===== src/rtl/keypad_pkg.sv =====
// keypad_pkg
// Shared types and helpers for the 4x4 keypad matrix scanner.
//   ROWS, COLS, KEYS  - matrix geometry (KEYS = ROWS*COLS frame bits)
//   kp_state_t        - key-event FSM states
//   onehot_info_t     - result of onehot16_to_idx (index + single-bit flag)
package keypad_pkg;

  localparam int ROWS = 4;
  localparam int COLS = 4;
  localparam int KEYS = ROWS * COLS;

  typedef enum logic [1:0] {
    IDLE  = 2'd0,
    PRESS = 2'd1,
    LOCK  = 2'd2
  } kp_state_t;

  typedef struct packed {
    logic       single;
    logic [3:0] idx;
  } onehot_info_t;

  // idx is only meaningful when single is set; for multi-bit vectors it
  // reports the highest set bit, which callers ignore.
  function automatic onehot_info_t onehot16_to_idx(input logic [KEYS-1:0] vec);
    onehot_info_t info;
    int unsigned  cnt;
    info.idx    = 4'd0;
    info.single = 1'b0;
    cnt         = 0;
    for (int i = 0; i < KEYS; i++) begin
      if (vec[i]) begin
        info.idx = 4'(i);
        cnt++;
      end
    end
    info.single = (cnt == 1);
    return info;
  endfunction

endpackage


===== src/rtl/keypad_matrix_scanner_debouncer.sv =====
// keypad_frame_debouncer
// Accepts a 16-key frame only after DEBOUNCE_SCANS consecutive identical
// frames. Evaluated once per frame_stb; commit is a one-cycle pulse and cf
// carries the frame that was evaluated alongside it.
//   clk, rst_n  - clock, async active-low reset
//   frame_new   - completed scan frame (1 = key pressed)
//   frame_stb   - one-cycle pulse, frame_new is valid
//   commit      - frame accepted as stable (every stable frame, not just edges)
//   cf          - committed frame
module keypad_frame_debouncer
  import keypad_pkg::*;
#(
  parameter int DEBOUNCE_SCANS = 4
) (
  input  logic            clk,
  input  logic            rst_n,
  input  logic [KEYS-1:0] frame_new,
  input  logic            frame_stb,
  output logic            commit,
  output logic [KEYS-1:0] cf
);

  localparam logic [3:0] DB_MAX = 4'(DEBOUNCE_SCANS);

  logic [KEYS-1:0] frame_prev;
  logic [3:0]      match_cnt;
  logic [3:0]      match_nxt;
  logic            same;

  assign same = (frame_new == frame_prev);

  always_comb begin
    match_nxt = match_cnt;
    if (same) begin
      if (match_cnt < DB_MAX) match_nxt = match_cnt + 4'd1;
    end else begin
      match_nxt = 4'd1;
    end
  end

  always_ff @(posedge clk or negedge rst_n) begin
    if (!rst_n) begin
      frame_prev <= '0;
      match_cnt  <= 4'd0;
      commit     <= 1'b0;
      cf         <= '0;
    end else begin
      commit <= 1'b0;
      if (frame_stb) begin
        match_cnt <= match_nxt;
        if (!same) frame_prev <= frame_new;
        commit <= (match_nxt >= DB_MAX);
        cf     <= frame_new;
      end
    end
  end

endmodule


===== src/rtl/keypad_matrix_scanner.sv =====
// keypad_matrix_scanner
// Scans a 4x4 passive key matrix one column at a time, debounces whole
// frames and emits one key code per clean single-key press.
//   clk, rst_n  - clock, async active-low reset
//   key_row     - row sense pins, active low, asynchronous to clk
//   key_col     - column drive, active low, one-cold
//   key_code    - last reported key (row*4 + col), held between presses
//   key_valid   - one-cycle strobe on an accepted new press
//   key_held    - FSM is not in IDLE
//
// state | meaning
// IDLE  | no key committed, waiting for a stable single key
// PRESS | single key reported, waiting for a stable release
// LOCK  | rollover/ghost seen, waiting for a stable release, no events
module keypad_matrix_scanner
  import keypad_pkg::*;
#(
  parameter int SCAN_DIV       = 5000,
  parameter int DEBOUNCE_SCANS = 4
) (
  input  logic            clk,
  input  logic            rst_n,
  input  logic [ROWS-1:0] key_row,
  output logic [COLS-1:0] key_col,
  output logic [3:0]      key_code,
  output logic            key_valid,
  output logic            key_held
);

  localparam int              CNT_W   = $clog2(SCAN_DIV + 1);
  localparam logic [CNT_W-1:0] CNT_MAX = CNT_W'(SCAN_DIV);

  logic [ROWS-1:0]  row_meta;
  logic [ROWS-1:0]  row_sync;
  logic [ROWS-1:0]  row_s;
  logic [CNT_W-1:0] scan_cnt;
  logic [1:0]       col_sel;
  logic             sample_edge;
  logic [KEYS-1:0]  frame_acc;
  logic [KEYS-1:0]  frame_nxt;
  logic [KEYS-1:0]  frame_new;
  logic             frame_stb;
  logic             commit;
  logic [KEYS-1:0]  cf;
  onehot_info_t     cf_info;
  kp_state_t        state;

  assign row_s       = ~row_sync;
  // Last cycle of the column dwell: the driven column has settled through
  // the synchroniser by now, so this is where the rows are sampled.
  assign sample_edge = (scan_cnt == CNT_MAX);

  always_comb begin
    frame_nxt = frame_acc;
    for (int r = 0; r < ROWS; r++) begin
      frame_nxt[r*COLS + int'(col_sel)] = row_s[r];
    end
  end

  always_ff @(posedge clk or negedge rst_n) begin
    if (!rst_n) begin
      row_meta  <= '0;
      row_sync  <= '0;
      scan_cnt  <= '0;
      col_sel   <= 2'd0;
      key_col   <= 4'b1110;
      frame_acc <= '0;
      frame_new <= '0;
      frame_stb <= 1'b0;
    end else begin
      row_meta  <= key_row;
      row_sync  <= row_meta;
      frame_stb <= 1'b0;
      if (sample_edge) begin
        scan_cnt  <= '0;
        col_sel   <= col_sel + 2'd1;
        // Rotating one-cold register keeps the pin drive glitch-free.
        key_col   <= {key_col[COLS-2:0], key_col[COLS-1]};
        frame_acc <= frame_nxt;
        if (col_sel == 2'(COLS - 1)) begin
          frame_new <= frame_nxt;
          frame_stb <= 1'b1;
        end
      end else begin
        scan_cnt <= scan_cnt + 1'b1;
      end
    end
  end

  keypad_frame_debouncer #(
    .DEBOUNCE_SCANS(DEBOUNCE_SCANS)
  ) u_debouncer (
    .clk      (clk),
    .rst_n    (rst_n),
    .frame_new(frame_new),
    .frame_stb(frame_stb),
    .commit   (commit),
    .cf       (cf)
  );

  assign cf_info = onehot16_to_idx(cf);

  always_ff @(posedge clk or negedge rst_n) begin
    if (!rst_n) begin
      state     <= IDLE;
      key_code  <= 4'd0;
      key_valid <= 1'b0;
      key_held  <= 1'b0;
    end else begin
      key_valid <= 1'b0;
      if (commit) begin
        case (state)
          IDLE: begin
            if (cf_info.single) begin
              key_code  <= cf_info.idx;
              key_valid <= 1'b1;
              key_held  <= 1'b1;
              state     <= PRESS;
            end else if (cf != '0) begin
              key_held <= 1'b1;
              state    <= LOCK;
            end
          end
          PRESS: begin
            if (cf == '0) begin
              key_held <= 1'b0;
              state    <= IDLE;
            end else if (!(cf_info.single && cf_info.idx == key_code)) begin
              state <= LOCK;
            end
          end
          LOCK: begin
            if (cf == '0) begin
              key_held <= 1'b0;
              state    <= IDLE;
            end
          end
          default: begin
            key_held <= 1'b0;
            state    <= IDLE;
          end
        endcase
      end
    end
  end

endmodule


===== config.mk =====
export PLATFORM = sky130hd
export DESIGN_NAME = keypad_matrix_scanner
export DESIGN_NICKNAME = d
export VERILOG_FILES = /design/src/rtl/keypad_pkg.sv /design/src/rtl/keypad_matrix_scanner_debouncer.sv /design/src/rtl/keypad_matrix_scanner.sv
export SDC_FILE = /design/constraint.sdc
export NUM_CORES = 1
export LEC_CHECK = 0
export CORE_ASPECT_RATIO = 1.75
export CORE_MARGIN = 2
export CORE_UTILIZATION = 55
export DETAILED_ROUTE_END_ITERATION = 16
export GPL_TIMING_DRIVEN = 0
export PLACE_DENSITY = 0.78
export SLEW_MARGIN = 20
export SYNTH_ARGS = -nofsm -noshare
export SYNTH_HDL_FRONTEND = slang
export SYNTH_HIERARCHICAL = 1
export SYNTH_SLANG_ARGS = --single-unit

===== constraint.sdc =====
create_clock -name clk -period 13.3 [get_ports clk]
set_clock_uncertainty 0.2 [all_clocks]
set_input_delay 1.995 -clock clk [delete_from_list [all_inputs] [get_ports clk]]
set_output_delay 1.995 -clock clk [all_outputs]
set_load 0.1 [all_outputs]

==> summary.txt, run 1 <==
Clock network
  – H-tree depth: 3
  – Max Buffers Root-to-Sink: 2
  – CTS buffer count: 9
  – Worst-path clk slew: 0.07 ns
  – Post_cts resized: 0
  – CTS tree: yes
  – Clk_lat worst skew: 0.34 ns
  – Post-CTS Setup Repair Bufs: 0
  – Post-CTS Hold Buffers: 0
  – Clk sinks: 101
  – CTS root buffer: clkbuf_16

Yosys
  – Register area share after synthesis: 0.3918
  – Synth cell count leaders: dfrtp_1, nand2_1, o21ai_0
  – Number of synthesized flops with an enable pin: 0
  – Most frequent cell after synthesis: dfrtp_1
  – Ys async rst share: 1.000
  – Post-synthesis cell type count: 75
  – Syn avg cell area: 10.13 um^2
  – Post-Synth Simple-Gate Area: 0.1545
  – Yosys reg bits: 101
  – Syn_nets: 669
  – Cell Area, Synth: 6461 um^2
  – Adder-cell share of the synthesized area: 0.04841
  – Mapped Cells: 638
  – Yosys warnings: 6
  – Synth Area in Compound Gates: 0.1127
  – Main combinational cell family by area after synthesis: simple AND/OR/NAND/NOR gates
  – Synth area leaders: dfrtp_1, xnor2_1, mux2_2
  – Top-area cell type share of the netlist area: 0.3796
  – Dominant cell type by area after synthesis: dfrtp_1
  – Top FF cell, synth: dfrtp_1
  – Post-synthesis mux area share: 0.1146
  – Post-Synth XOR/XNOR Area: 0.1381

Place
  – Post-placement setup slack: 2.920 ns
  – Dpl hpwl: 10220 um
  – RePlAce Congestion: 0.8548
  – Port Buffer Count: 15
  – Dpl cell area: 6820 um^2

Cells and area
  – Fill cell count: 961
  – Final net count: 697
  – Multi-input logic area: 3679 um^2
  – P&R area growth vs syn: 10.59%
  – Storage element area: 2531 um^2
  – Design area: 7146 um^2
  – Layout cells sized above 1: 0.1446
  – Antenna Cells: 0

Pwr
  – Switching power: 117.6 uW
  – PD cells: 83.68 nW/um^2
  – Sw frac: 0.1967
  – Internal: 480.4 uW
  – Max IR drop VDD: 0.07892 mV
  – Combinational power share: 0.015
  – Flop pwr share: 0.517
  – Clock network power share: 0.468
  – Leakage: 0.003417 uW

Routing
  – Avg WL per Cell: 16.31 um
  – # DRC: 0
  – Vias post-DR: 4677
  – DR iter-0 viols: 156
  – DRT antenna net count: 0
  – DR pass1 iterations: 4
  – Via density: 5.803
  – DRT Wirelength: 13150 um

Die
  – Core area: 11520 um^2
  – I/O pins: 16
  – Site row count: 52
  – Die Wd: 85.93 um
  – DIE AREA: 12660 um^2
  – Die Y: 147.4 um
  – Initial Util: 0.5611

Worst setup path
  – Crit path top cell by count: ha_1
  – Worst setup SP type: flip-flop
  – Data required time of the critical path: 13.32 ns
  – Worst-path fanout max: 6
  – Arr. time, crit path: 10.41 ns
  – Crit-path max cell delay: 0.49 ns
  – Setup Crit Path Kind: reg2reg
  – Crit-path slowest cell: a221oi_1
  – Critical path capture point type: flip-flop

Timing
  – Fmax achieved: 96.29 MHz
  – RSZ-0062 raised after global routing: no
  – Transition time of the tightest slew-check pin: 1.022 ns
  – Period utilization: 0.7809
  – Final setup violation count: 0
  – Setup_tns: 0 ns
  – Fin worst setup slack: 2.914 ns
  – Final min period: 10.39 ns
  – Max-Slew Margin vs Limit: 0.3164
  – Pins Over Slew Limit: 0
  – Hold Vio Cnt, Final: 0
  – Hold slack: 0.1495 ns

Global route
  – Largest net degree at the start of global routing: 74
  – Grt met3 use: 0.03573
  – Total GRT Usage: 0.2271
  – Gr busiest metal: met2
  – Vias in the first global route: 5068
  – M2 GR Usage: 0.4442
  – Total grt overflow: 0
  – Met1 Usage GRT: 0.2293
  – Initial antenna violation count: 0
  – First-pass GRT wire length: 23090 um

Job
  – Max Cap Violations: 0

Worst hold path
  – Min-delay worst type: reg2reg

Run status
  – Status: completed
final cells by class:
class | count | area share
inverters | 31 | 0.01628
repair buffers | 17 | 0.02574
flip-flops and latches | 101 | 0.3542
clock buffers | 10 | 0.03344
clock inverters | 6 | 0.01208
plain buffers | 27 | 0.01979
multi-input cells | 479 | 0.5148
well taps | 135 | 0.02364
critical path: cells and delay by family (launching register included):
kind	cells	cell delay, ns
xor gates and xnor gates	2	0.40
muxes	3	0.87
AOI/OAI and AO/OA	10	2.03
and+or+nand+nor	15	2.28
DFF	1	0.38
buffers and inverters	3	0.20
adders and majority gates	13	3.92
registers in the layout, summed over array words and instances (netlist names):
register                flops
frame_new                  16
u_debouncer/cf             16
u_debouncer/frame_prev     16
scan_cnt                   13
frame_acc                  12
key_code                    4
key_col                     4
row_meta                    4
row_sync                    4
u_debouncer/match_cnt       4
col_sel                     2
state                       2
frame_stb                   1
key_held                    1
key_valid                   1
u_debouncer/commit          1
cell usage in the layout (no fill, tap or decap), types with 14 or more instances in the layout:
cell and count:
a21oi_1 14, clkbuf_1 16, clkdlybuf4s50_1 14, dfrtp_1 98, ha_1 25, inv_1 30, mux2_2 29, mux2_4 14
mux2i_1 17, nand2_1 75, nand3_1 20, nor2_1 38, o21ai_0 48, xnor2_1 38, xor2_1 31
per-stage QoR:
stage | power [uW] | cells | utilization
3_3_place_gp | 323.1 | 788 | 0.5888
5_1_grt | 616.3 | 806 | 0.6205
3_5_place_dp | 324.4 | 790 | 0.5922
6_report | 597.9 | 806 | 0.6205
4_1_cts | 603.6 | 806 | 0.6205
2_1_floorplan | 315.6 | 638 | -
metal layers:
layer,vias up,wire length (um)
met5,-,0
met4,0,371
met3,35,276
met2,72,7717
met1,2291,4781
li1,2279,-
cells by family (layout without fill, tap and decap cells):
| logic type | after synthesis | in the layout |
|---|---|---|
| AOI/OAI and AO/OA | 111 | 111 |
| xor gates and xnor gates | 82 | 82 |
| adders and majority gates | 25 | 25 |
| buffers and inverters | 58 | 91 |
| DFF | 101 | 101 |
| muxes | 62 | 62 |
| and+or+nand+nor | 199 | 199 |
power by group through the flow:
stage / clock network (uW) / logic, uW / registers (uW)
after floorplan: 0 / 0.777 / 315
after global placement: 0 / 8.02 / 315
after detailed placement: 0 / 9.43 / 315
after CTS: 285 / 9.43 / 309
after global routing: 297 / 10.4 / 309
final: 280 / 8.88 / 309
path summary, 6_finish.rpt:
check,startpoint,endpoint,slack (ns),depth (start not counted)
max,u_debouncer/cf[0]$_DFFE_PN0P_,key_code[3]$_DFFE_PN0P_,2.91,46
min reg2reg,row_meta[0]$_DFF_PN0_,row_sync[0]$_DFF_PN0_,0.15,0
max reg2reg,u_debouncer/cf[0]$_DFFE_PN0P_,key_code[3]$_DFFE_PN0P_,2.91,46
min in group asynchronous,rst_n,scan_cnt[0]$_DFF_PN0_,1.31,1
max in group asynchronous,rst_n,u_debouncer/cf[3]$_DFFE_PN0P_,10.96,2
min,row_meta[0]$_DFF_PN0_,row_sync[0]$_DFF_PN0_,0.15,0
Power figures use the tool's default switching activity.
==> inputs of run 2 (changes only) <==
==> constraint.sdc (replaced) <==
create_clock -name clk -period 9.86 [get_ports clk]
set_clock_uncertainty 0.2 [all_clocks]
set_input_delay 1.479 -clock clk [delete_from_list [all_inputs] [get_ports clk]]
set_output_delay 1.479 -clock clk [all_outputs]
set_load 0.1 [all_outputs]
==> run 2 against run 1 <==
Effect of this change:
- fmax grew 10%
- sequential power is 35% higher
- highest routed layer unchanged
- hold slack about the same
- combinational power is 35% higher
- global-route usage grew 0.20 points
- largest cell class unchanged
- core utilization increased by 2.5 points
==> summary.txt, run 2 (synthesized netlist as in run 1, its figures left out) <==
Timing
  – Fmax achieved: 106.1 MHz
  – Transition time of the tightest slew-check pin: 0.9975 ns
  – Hold slack: 0.1492 ns
  – Max-Slew Margin vs Limit: 0.3329
  – Final min period: 9.422 ns
  – Period utilization: 0.9556
  – Hold Vio Cnt, Final: 0
  – Pins Over Slew Limit: 0
  – Final setup violation count: 0

Worst setup path
  – Reg-to-Reg Start: u_debouncer/cf[0]$_DFFE_PN0P_
  – Crit-path max cell delay: 0.38 ns
  – Levels on crit path: 45
  – Worst setup SP type: flip-flop
  – Crit-path slowest cell: dfrtp_1
  – Worst r2r dst: key_code[3]$_DFFE_PN0P_
  – CP Launch Point: u_debouncer/cf[0]$_DFFE_PN0P_
  – CP Buf/Inv Count: 2
  – Arr. time, crit path: 9.45 ns
  – Critical path's top delay family: adder cells
  – Crit path top cell by count: ha_1
  – Critical path capture point type: flip-flop
  – Worst-path fanout max: 4
  – End point of the critical path: key_code[3]$_DFFE_PN0P_
  – Worst reg2reg path depth: 45
  – Setup Crit Path Kind: reg2reg
  – Data required time of the critical path: 9.88 ns
  – FF-to-FF setup slack: 0.44 ns

Cells and area
  – Storage element area: 2531 um^2
  – Fill cell count: 908
  – Largest regs: frame_new: 16 flops, u_debouncer/cf: 16 flops, u_debouncer/frame_prev: 16 flops
  – Multi-input logic area: 3895 um^2
  – P&R area growth vs syn: 15.05%
  – Layout cells sized above 1: 0.1985
  – Commonest non-fill, non-tap cell in the layout: dfrtp_1
  – Final net count: 706
  – Antenna Cells: 0
  – Most frequent cells in the layout: dfrtp_1, nand2_1, o21ai_0

Pwr
  – PD cells: 108.5 nW/um^2
  – Max IR drop VDD: 0.1065 mV
  – Leakage: 0.003518 uW
  – Total power: 806.6 uW

Clock network
  – Post-CTS Hold Buffers: 0
  – Clk sinks: 101
  – CTS root buffer: clkbuf_16
  – CTS buffer count: 9
  – H-tree depth: 3
  – Max Buffers Root-to-Sink: 2
  – Clk_lat worst skew: 0.34 ns
  – CTS tree: yes
  – Worst-path clk slew: 0.07 ns

Die
  – Die Wd: 85.93 um
  – Core area: 11520 um^2
  – Die Y: 147.4 um
  – Initial Util: 0.5611
  – Site row count: 52
  – I/O pins: 16
  – DIE AREA: 12660 um^2

Worst hold path
  – Min-delay worst type: reg2reg
  – Worst hold stages: 0

Routing
  – DR iter-0 viols: 163
  – Vias post-DR: 4779
  – # DRC: 0
  – DR pass1 iterations: 4
  – DRT antenna net count: 0
  – Avg WL per Cell: 16.74 um
  – Via density: 5.864
  – DRT Wirelength: 13640 um

Place
  – Dpl hpwl: 10220 um
  – Port Buffer Count: 15
  – RePlAce Congestion: 0.8548

Global route
  – Largest net degree at the start of global routing: 74
  – Initial antenna violation count: 0
  – Total grt overflow: 0
  – First-pass GRT wire length: 23290 um
  – Total GRT Usage: 0.2291
  – Vias in the first global route: 5105

Job
  – Max Cap Violations: 0

Run status
  – Status: completed
==> run 2: worst min path at each step <==
stage / end / from
CTS: row_sync[0]$_DFF_PN0_ / row_meta[0]$_DFF_PN0_
detailed placement: row_sync[0]$_DFF_PN0_ / row_meta[0]$_DFF_PN0_
global placement: row_sync[0]$_DFF_PN0_ / row_meta[0]$_DFF_PN0_
floorplan: row_sync[0]$_DFF_PN0_ / row_meta[0]$_DFF_PN0_
global route: row_sync[1]$_DFF_PN0_ / row_meta[1]$_DFF_PN0_
finish: row_sync[0]$_DFF_PN0_ / row_meta[0]$_DFF_PN0_
==> run 2: area by class of cell <==
cell class,count,share of cell area
Buffer,27,0.01953
Clock buffer,10,0.03215
Clock inverter,6,0.01161
Inverter,31,0.01565
Multi-Input combinational cell,479,0.5240
Sequential cell,101,0.3405
Tap cell,135,0.02272
Timing Repair Buffer,26,0.03383
==> run 2: repair_timing <==
action / in CTS / in global routing
setup endpoints to repair: 8 / 8
pin swaps: 5 / 11
buffers inserted: 3 / 6
gates resized for setup: 13 / 28
==> run 2: metal layers <==
metal	global-route usage	up-vias	wire length, um
li1	-	2300	-
met1	0.2311	2362	4980
met2	0.4481	75	7948
met3	0.03573	42	291
met4	0.09524	0	423
met5	0	-	0
==> run 2: metrics by stage <==
step / utilization / instances / setup WS (ns) / area [um^2] / TNS [ns]
after floorplan: - / 638 / 0.6292 / 6461 / 0
after global placement: 0.5888 / 788 / -0.2152 / 6780 / -0.7170
after detailed placement: 0.5922 / 790 / -0.5202 / 6820 / -2.898
after CTS: 0.6287 / 809 / 0.006835 / 7241 / 0
after global routing: 0.6455 / 815 / -0.04056 / 7433 / -0.1371
final: 0.6455 / 815 / 0.4383 / 7433 / 0
==> run 2: where the power goes <==
part           switching [uW]  internal (uW)
clock network             149            229
registers                1.16            416
logic                    8.65           3.35
